===== config.mk =====
export PLATFORM = sky130hd
export DESIGN_NAME = prog_loader
export DESIGN_NICKNAME = d
export VERILOG_FILES = /design/src/rtl/prog_loader.sv
export SDC_FILE = /design/constraint.sdc
export NUM_CORES = 1
export LEC_CHECK = 0
export CAP_MARGIN = 40
export CORE_MARGIN = 5
export CORE_UTILIZATION = 48
export CTS_BUF_LIST = sky130_fd_sc_hd__clkbuf_2 sky130_fd_sc_hd__clkbuf_4 sky130_fd_sc_hd__clkbuf_8
export DETAILED_ROUTE_END_ITERATION = 10
export HOLD_SLACK_MARGIN = 0.08
export PLACE_DENSITY_LB_ADDON = 0.08
export SLEW_MARGIN = 20
export SYNTH_ARGS = -nofsm -noshare
export SYNTH_HDL_FRONTEND = slang
export SYNTH_SLANG_ARGS = --single-unit

===== constraint.sdc =====
create_clock -name clk -period 3.2 [get_ports clk]
set_clock_uncertainty 0.05 [all_clocks]
set_input_delay 0.32 -clock clk [delete_from_list [all_inputs] [get_ports clk]]
set_output_delay 0.32 -clock clk [all_outputs]
set_load 0.1 [all_outputs]

===== src/rtl/prog_loader.sv =====
// Byte-stream program loader: header N, then N big-endian 16-bit words into instruction memory, then start/run/done handshake.
// Optional trailer checksum (running XOR of payload bytes) enabled by defining PROG_LOADER_CHKSUM_EN.
module prog_loader #(
  parameter int unsigned ADDR_WIDTH = 8,
  parameter int unsigned DATA_WIDTH = 16
) (
  input  logic                  clk,
  input  logic                  rst,
  input  logic                  byte_valid,
  input  logic [7:0]            byte_data,
  output logic                  byte_ready,
  output logic [ADDR_WIDTH-1:0] im_w_addr,
  output logic [DATA_WIDTH-1:0] im_w_data,
  output logic                  im_wr,
  output logic                  start,
  input  logic                  stop,
  output logic                  busy,
  output logic                  done,
  output logic                  err
);

  typedef enum logic [2:0] {
    S_IDLE,
    S_HI,
    S_LO,
    S_CHK,
    S_STRT,
    S_RUN,
    S_DONE
  } state_t;

  state_t                state_q, state_d;
  logic [7:0]            n_q, n_d;
  logic [7:0]            wcnt_q, wcnt_d;
  logic [7:0]            wcnt_inc;
  logic [ADDR_WIDTH-1:0] idx_q, idx_d;
  logic [7:0]            hi_q, hi_d;
  logic [ADDR_WIDTH-1:0] addr_q, addr_d;
  logic [DATA_WIDTH-1:0] data_q, data_d;
  logic                  wr_q, wr_d;
  logic                  start_q, start_d;
`ifdef PROG_LOADER_CHKSUM_EN
  logic                  err_q, err_d;
  logic [7:0]            sum_q, sum_d;
`endif

  assign wcnt_inc = wcnt_q + 8'd1;

  always_ff @(posedge clk or negedge rst) begin
    if (!rst) begin
      state_q <= S_IDLE;
      n_q     <= '0;
      wcnt_q  <= '0;
      idx_q   <= '0;
      hi_q    <= '0;
      addr_q  <= '0;
      data_q  <= '0;
      wr_q    <= 1'b0;
      start_q <= 1'b0;
`ifdef PROG_LOADER_CHKSUM_EN
      err_q   <= 1'b0;
      sum_q   <= '0;
`endif
    end else begin
      state_q <= state_d;
      n_q     <= n_d;
      wcnt_q  <= wcnt_d;
      idx_q   <= idx_d;
      hi_q    <= hi_d;
      addr_q  <= addr_d;
      data_q  <= data_d;
      wr_q    <= wr_d;
      start_q <= start_d;
`ifdef PROG_LOADER_CHKSUM_EN
      err_q   <= err_d;
      sum_q   <= sum_d;
`endif
    end
  end

  always_comb begin
    state_d    = state_q;
    n_d        = n_q;
    wcnt_d     = wcnt_q;
    idx_d      = idx_q;
    hi_d       = hi_q;
    addr_d     = addr_q;
    data_d     = data_q;
    wr_d       = 1'b0;
    // start is registered, so it appears in the first RUN cycle, two cycles after the header/trailer byte
    start_d    = (state_q == S_STRT);
    byte_ready = 1'b0;
`ifdef PROG_LOADER_CHKSUM_EN
    err_d      = err_q;
    sum_d      = sum_q;
`endif
    case (state_q)
      S_IDLE, S_DONE: begin
        byte_ready = 1'b1;
        if (byte_valid) begin
          n_d    = byte_data;
          wcnt_d = '0;
          idx_d  = '0;
          addr_d = '0;
`ifdef PROG_LOADER_CHKSUM_EN
          err_d  = 1'b0;
          sum_d  = '0;
`endif
          state_d = (byte_data != 8'd0) ? S_HI : S_STRT;
        end
      end
      S_HI: begin
        byte_ready = 1'b1;
        if (byte_valid) begin
          hi_d    = byte_data;
`ifdef PROG_LOADER_CHKSUM_EN
          sum_d   = sum_q ^ byte_data;
`endif
          state_d = S_LO;
        end
      end
      S_LO: begin
        byte_ready = 1'b1;
        if (byte_valid) begin
          wr_d   = 1'b1;
          data_d = DATA_WIDTH'({hi_q, byte_data});
          addr_d = idx_q;
          idx_d  = idx_q + 1'b1;
          wcnt_d = wcnt_inc;
`ifdef PROG_LOADER_CHKSUM_EN
          sum_d  = sum_q ^ byte_data;
          state_d = (wcnt_inc == n_q) ? S_CHK : S_HI;
`else
          state_d = (wcnt_inc == n_q) ? S_STRT : S_HI;
`endif
        end
      end
      S_CHK: begin
`ifdef PROG_LOADER_CHKSUM_EN
        byte_ready = 1'b1;
        if (byte_valid) begin
          if (byte_data == sum_q) begin
            state_d = S_STRT;
          end else begin
            err_d   = 1'b1;
            state_d = S_IDLE;
          end
        end
`else
        state_d = S_IDLE;
`endif
      end
      S_STRT: begin
        state_d = S_RUN;
      end
      S_RUN: begin
        if (stop) begin
          state_d = S_DONE;
        end
      end
      default: begin
        state_d = S_IDLE;
      end
    endcase
  end

  assign im_w_addr = addr_q;
  assign im_w_data = data_q;
  assign im_wr     = wr_q;
  assign start     = start_q;
  assign busy      = (state_q != S_IDLE) && (state_q != S_DONE);
  assign done      = (state_q == S_DONE);
`ifdef PROG_LOADER_CHKSUM_EN
  assign err       = err_q;
`else
  assign err       = 1'b0;
`endif

  a_start_in_run: assert property (@(posedge clk) disable iff (!rst) start |-> (state_q == S_RUN));
  a_wr_one_cycle: assert property (@(posedge clk) disable iff (!rst) im_wr |=> !im_wr);

endmodule


==> results_dict.tcl, run 1 <==
set metrics [dict create \
    clock-sinks 61 \
    critical_path.max_stage_delay_ns 0.47 \
    setup_viol_count_final 0 \
    regToRegSetupSlack_ns 1.24 \
    kind_of_critical_path "reg -> out" \
    fin_area_mm2 0.003812 \
    timing.critical_path.cells "nor2b_2 -> or3_1 -> buf_4" \
    final_min_period_over_clock_period_pct 63.01 \
    cp_top_family "simple AND/OR/NAND/NOR gates" \
    run_status "finished clean" \
    mappedNetlistArea_mm2 0.002835 \
    syn_nets 278 \
    via_count 2150 \
    number_of_antenna_violations_at_the_first_check_in_global_routing 0 \
    yosys.cell_types.count 51 \
    post_cts_resized 0 \
    hold_viol 0 \
    syn-instance-count 264 \
    net-switching-power_mw 1.925 \
    power.density_cell_area_mw_per_mm2 1061 \
    max-vdd-ir-drop_uv 796.9 \
    synthesis.yosys.warnings 0 \
    clock_insertion_delay_worst_skew_ns 0.33 \
    critical_path.n_buffers_inverters 1 \
    floorplan.initialDensity_pct 48.75 \
    max_fclk_mhz 495.9 \
    initialDrtViolationCount 122 \
    drc_errors 0 \
    layout.nets 344 \
    routed_wire_length_per_instance_um 15.65 \
    timing.critical_path.to_type "primary output" \
    startpoint_type "flop" \
    routed_wl_um 6417 \
    slew_viol_final 0 \
    layout_cell_share_with_drive_strength_beyond_1_pct 22.99 \
    share_clk_of_total_power_pct 15.1 \
    final_util_pct 65.56 \
    grt.total_usage_pct 18.81 \
    clkSlewWorstSetupHoldPaths_ns 0.08 \
    antenna_diodes 0 \
    port_buffers 40 \
    period_minus_slack_ns 2.016 \
    cts.htree.levels 3 \
    ctsHoldBuffers 1 \
    globalplace.congestion 0.8482 \
    path_max_fanout 8 \
    die-width_um 86.86 \
    synth.ff_latch_count 61 \
    grt_setup_unrepaired "no" \
    total_setup_buffers_inserted_after_cts 0 \
    dp_hpwl_um 4576 \
    boundaryPins 42 \
    tritoncts "built" \
    die_area_mm2 0.007544 \
    route.detailed.vias_per_inst 5.244 \
    seq_power_share_pct 30.4 \
    max_slew_margin_vs_limit_pct 54.46 \
    p_leak_nw 1.749 \
    clock_path_buffers 2 \
    total_power_mw 4.045 \
    grt_pass1_wl_um 11060 \
    final.setup.tns_ns 0 \
    syn2layout_area_growth_pct 34.47 \
    syn-mean-instance-area_um2 10.74 \
    cp.arrival_ns 1.65 \
    drv_cap 0 \
    drtAntennaViolNets 0 \
    hold_path.class "reg -> reg" \
    tritoncts.num_buffers 9 \
    gr-total-overflow 0 \
    pin_count_of_the_biggest_net_entering_global_routing 38 \
    crit_required_ns 2.83 \
    power.share.switching_pct 47.60 \
    power_report.internal_total_mw 2.120 \
    number_of_detailed_route_iterations_in_the_first_pass 4 \
    ys_seq_area_share_pct 53.84 \
    die_y_um 86.86 \
    clock-root-buffer "clkbuf_8" \
    worst_slew_pin_slew_ns 0.6832 \
    placed_area_mm2 0.003628 \
    combPwrFrac_pct 54.5 \
    grt_pass1_vias 2234 \
    num_rows 28 \
    crit_slowest_cell "dfrtp_1" \
    coreArea_mm2 0.005816 \
]
-- routing by layer --
layer  track usage, %  share of wire [%]  up-vias
met2            29.26                 48       45
met5                0                  0        -
met1            26.20                 47     1051
li1                 -                  -     1048
met4            5.241                1.1        0
met3            4.730                3.6        6
-- cells in the final DEF, fill, tap and decap left out, types with 4 or more instances in the layout --
master           count
a21oi_1             10
a22o_1              13
a31oi_1              4
buf_4                5
buf_8               26
clkbuf_8             9
clkdlybuf4s50_1     36
dfrtp_1             61
mux2_2              13
nand2_1             55
nand3_1              4
nand4_1              5
nor2_1              12
o21ai_1              6
xnor2_1              5
xor2_1               9
-- logic make-up after synthesis --
logic type,Yosys count,synth area share [%]
simple gates,103,17.83
flops,61,53.84
compound gates,46,11.30
buf+inv,20,4.766
mux,17,6.929
xor+xnor,14,4.325
fa+ha+maj,2,0.8825
other cells,1,0.1323
-- worst reg2reg max path, stage by stage (launching register included) --
cell      delay (ns)
dfrtp_1         0.45
ha_1            0.36
xor2_1          0.17
a311oi_1        0.25
nand4_1         0.15
a211oi_2        0.29
a221o_1         0.20
-- through the flow --
step,hold slack (ns),instances,setup slack (ns)
floorplan,-0.02559,264,0.2465
global placement,0.3426,366,0.9735
detailed placement,0.3502,393,0.9490
CTS,0.4296,410,1.181
global route,0.4533,410,1.067
finish,0.4266,410,1.184
-- final timing paths --
| check | start | end | cells past startpoint |
|---|---|---|---|
| worst max-delay path | state_q[2] | busy | 3 |
| worst min-delay path | hi_q[5] | im_w_data[13] | 2 |
| worst max register to register | wcnt_q[0] | state_q[2] | 6 |
| worst min register to register | hi_q[5] | im_w_data[13] | 2 |
| max in group asynchronous | rst | im_w_data[3] | 3 |
| min in group asynchronous | rst | start | 2 |
-- cell type report --
class / instances / area [µm²]
Fill cell: 483 / 2003
Multi-Input combinational cell: 183 / 1174
Sequential cell: 61 / 1526
Timing Repair Buffer: 70 / 823.3
Inverter: 5 / 21.27
Clock buffer: 9 / 123.9
Clock inverter: 7 / 50.05
Tap cell: 75 / 93.84
-- Yosys cell counts, drive strengths merged --
cell    instances  share of area [%]
dfrtp          61                 54
nand2          55                7.3
mux2           15                6.2
nor2           15                2.3
a22o           13                4.0
buf            13                3.8
a21oi          10                1.8
o21ai           9                1.6
xor2            9                2.8
a31oi           5                1.3
inv             5               0.75
nand3           5                1.1
nand4           5                1.1
xnor2           5                1.5
and3            4               0.93
nand2b          4                1.1
nor3            4                1.3
a211oi          2               0.71
and2            2               0.44
clkbuf          2               0.26
ha              2               0.88
mux2i           2               0.71
nor4            2               0.44
o22ai           2               0.44
a21boi          1               0.26
a21o            1               0.26
a221o           1               0.35
a311oi          1               0.31
and4            1               0.31
conb            1               0.13
nor2b           1               0.31
nor3b           1               0.26
nor4b           1               0.31
o211ai          1               0.26
or2             1               0.22
or2b            1               0.26
or3             1               0.22
-- power by group through the flow --
stage	registers, mW	clock network (mW)	logic [mW]
floorplan	1.93	0	0.758
global placement	1.24	0	1.83
detailed placement	1.24	0	2.21
CTS	1.23	0.621	2.22
global route	1.27	0.655	2.33
finish	1.23	0.610	2.20
-- sequential cells by signal, summed over array words and instances (netlist names) --
signal,flops
im_wr,1
hi_q,8
im_w_data,16
state_q,3
wcnt_q,8
start,1
n_q,8
idx_q,8
im_w_addr,8
Power figures use the tool's default switching activity.
==> run 2: changes to the inputs <==
Clock period 3.2 ns to 1.9 ns, I/O delays scaled along.
==> run 2 against run 1 <==
  * Largest cell class unchanged
  * First-iteration DRC count down 26%
  * Critical endpoint unchanged
  * Wire length down 4.6%
  * Die area unchanged
  * Sequential power up 67%
  * Hold slack worse by 0.10 ns
  * Design area down 6.1%
  * Flip-flop and latch count unchanged
  * Utilization down 4.0 points
  * Non-clock buffer count down 6
==> results_dict.tcl, run 2 (synthesis gave the netlist of run 1 again) <==
set metrics [dict create \
    final.hold.worst_slack_ns 0.3247 \
    placed_area_mm2 0.003395 \
    run_status "finished clean" \
    kind_of_critical_path "reg -> out" \
    antenna_diodes 0 \
    layout_cell_share_with_drive_strength_beyond_1_pct 31.00 \
    layout.nets 338 \
    multi_input_area_mm2 0.001190 \
    timing.reg2reg.worst_path_depth 6 \
    layoutNonFillerInstCount 404 \
    layout.cells.most_common "dfrtp_1" \
    floorplan.initialDensity_pct 48.75 \
    layout.cells.most_common_list "60 x dfrtp_1, 55 x nand2_1, 46 x buf_4" \
    number_of_detailed_route_iterations_in_the_first_pass 4 \
    fin_area_mm2 0.003580 \
    grt_setup_unrepaired "no" \
    largest_register_ff_count 16 \
    seq_power_share_pct 32.2 \
    critical_path.max_stage_delay_ns 0.46 \
    max-vdd-ir-drop_uv 1335 \
    number_of_antenna_violations_at_the_first_check_in_global_routing 0 \
    initialDrtViolationCount 90 \
    gr-total-overflow 0 \
    net-switching-power_mw 3.111 \
    grt_pass1_vias 2128 \
    power.density_cell_area_mw_per_mm2 1783 \
    die_y_um 86.86 \
    cts.htree.levels 3 \
    filler_cell_count 503 \
    crit_required_ns 1.66 \
    timing.critical_path.to_type "primary output" \
    period_minus_slack_ns 1.832 \
    startpoint_type "flop" \
    drtAntennaViolNets 0 \
    routed_wire_length_per_instance_um 15.15 \
    dp.cells 387 \
    clock-sinks 61 \
    grt_pass1_wl_um 10700 \
    via_count 2124 \
    globalplace.congestion 0.7896 \
    path_max_fanout 8 \
    dp_hpwl_um 4396 \
    routed_wl_um 6119 \
    hold_path.class "in -> async" \
    drc_errors 0 \
    tritoncts.num_buffers 9 \
    max_fclk_mhz 545.9 \
    syn2layout_area_growth_pct 26.26 \
    coreArea_mm2 0.005816 \
    boundaryPins 42 \
    slew_viol_final 0 \
    drv_cap 0 \
    route.detailed.vias_per_inst 5.257 \
    clkSlewWorstSetupHoldPaths_ns 0.07 \
    die_area_mm2 0.007544 \
    hold_viol 0 \
    share_clk_of_total_power_pct 15.4 \
    final_min_period_over_clock_period_pct 96.42 \
    cp.arrival_ns 1.59 \
    num_rows 28 \
    power_report.internal_total_mw 3.272 \
    max_slew_margin_vs_limit_pct 56.84 \
    r2r_start "wcnt_q[1]" \
    tritoncts "built" \
    clock-root-buffer "clkbuf_8" \
    p_leak_nw 1.718 \
    clock_path_buffers 2 \
    timing.critical_path.cells "nor2b_2 -> or3_4 -> buf_12" \
    final_util_pct 61.55 \
    clock_insertion_delay_worst_skew_ns 0.33 \
    combPwrFrac_pct 52.3 \
    worst_slew_pin_slew_ns 0.6415 \
    total_setup_buffers_inserted_after_cts 0 \
    pin_count_of_the_biggest_net_entering_global_routing 62 \
    area.sequential_mm2 0.001528 \
    grt.total_usage_pct 18.58 \
    setup_viol_count_final 0 \
    regToRegSetupSlack_ns 0.19 \
    r2r_end "state_q[2]" \
    power.share.switching_pct 48.74 \
    port_buffers 40 \
    crit_slowest_cell "dfrtp_2" \
    die-width_um 86.86 \
]
-- run 2: changes by cell type in the layout (fill, tap and decap cells not counted), moves of 2 or more --
cell / change
buf_8: -26
buf_12: +5
inv_6: -2
clkinv_4: -2
clkbuf_4: +2
clkdlybuf4s50_1: -26
buf_4: +41
-- run 2: worst max path at each step --
| stage | start | to | slack [ns] | cells after the start |
|---|---|---|---|---|
| after global placement | byte_data[0] | state_q[0] | 0.001 | 5 |
| after floorplan | state_q[1] | done | -0.09 | 2 |
| after detailed placement | byte_data[0] | state_q[0] | -0.04 | 5 |
| after CTS | state_q[2] | busy | 0.00004 | 3 |
| after global routing | state_q[1] | busy | 0.02 | 4 |
| final | state_q[2] | busy | 0.07 | 3 |
-- run 2: layer usage --
metal / wire length (µm) / global-route usage, %
met1: 2921 / 26.34
met2: 2837 / 26.98
met3: 247 / 5.203
met4: 112 / 7.224
met5: 0 / 0
-- run 2: through the flow --
step	total power [mW]	setup WS [ns]	setup TNS (ns)
2_1_floorplan	4.547	-0.09439	-0.09439
3_3_place_gp	5.371	0.001396	0
3_5_place_dp	5.416	-0.04172	-0.04172
4_1_cts	6.412	0.00003875	0
5_1_grt	6.753	0.02288	0
6_report	6.383	0.06805	0
-- run 2: power by group through the flow --
stage	Sequential, mW	Clock, mW	Combinational, mW
2_1_floorplan	3.26	0	1.29
6_report	2.06	0.986	3.34
5_1_grt	2.12	1.08	3.55
3_5_place_dp	2.07	0	3.35
3_3_place_gp	2.06	0	3.31
4_1_cts	2.05	1.00	3.35
-- run 2: critical path, delay by kind of cell (launching register included) --
| family | cells | cell delay [ns] |
|---|---|---|
| buffers and inverters | 1 | 0.17 |
| DFF | 1 | 0.46 |
| and+or+nand+nor | 2 | 0.63 |
-- run 2: final cells by class --
cell class              count  share of cell area (%)
repair buffers             64                   16.22
flip-flops and latches     61                   42.68
inverters                   5                  0.5942
clock inverters             5                  0.7690
well taps                  75                   2.621
clock buffers              11                   3.880
multi-input cells         183                   33.24
-- run 2: timing repair --
item / 4_1_cts / 5_1_grt
setup endpoints to repair: 0 / 3
hold buffers: 1 / 0
endpoints found under the hold margin: 61 / 0
resized for setup: 0 / 3
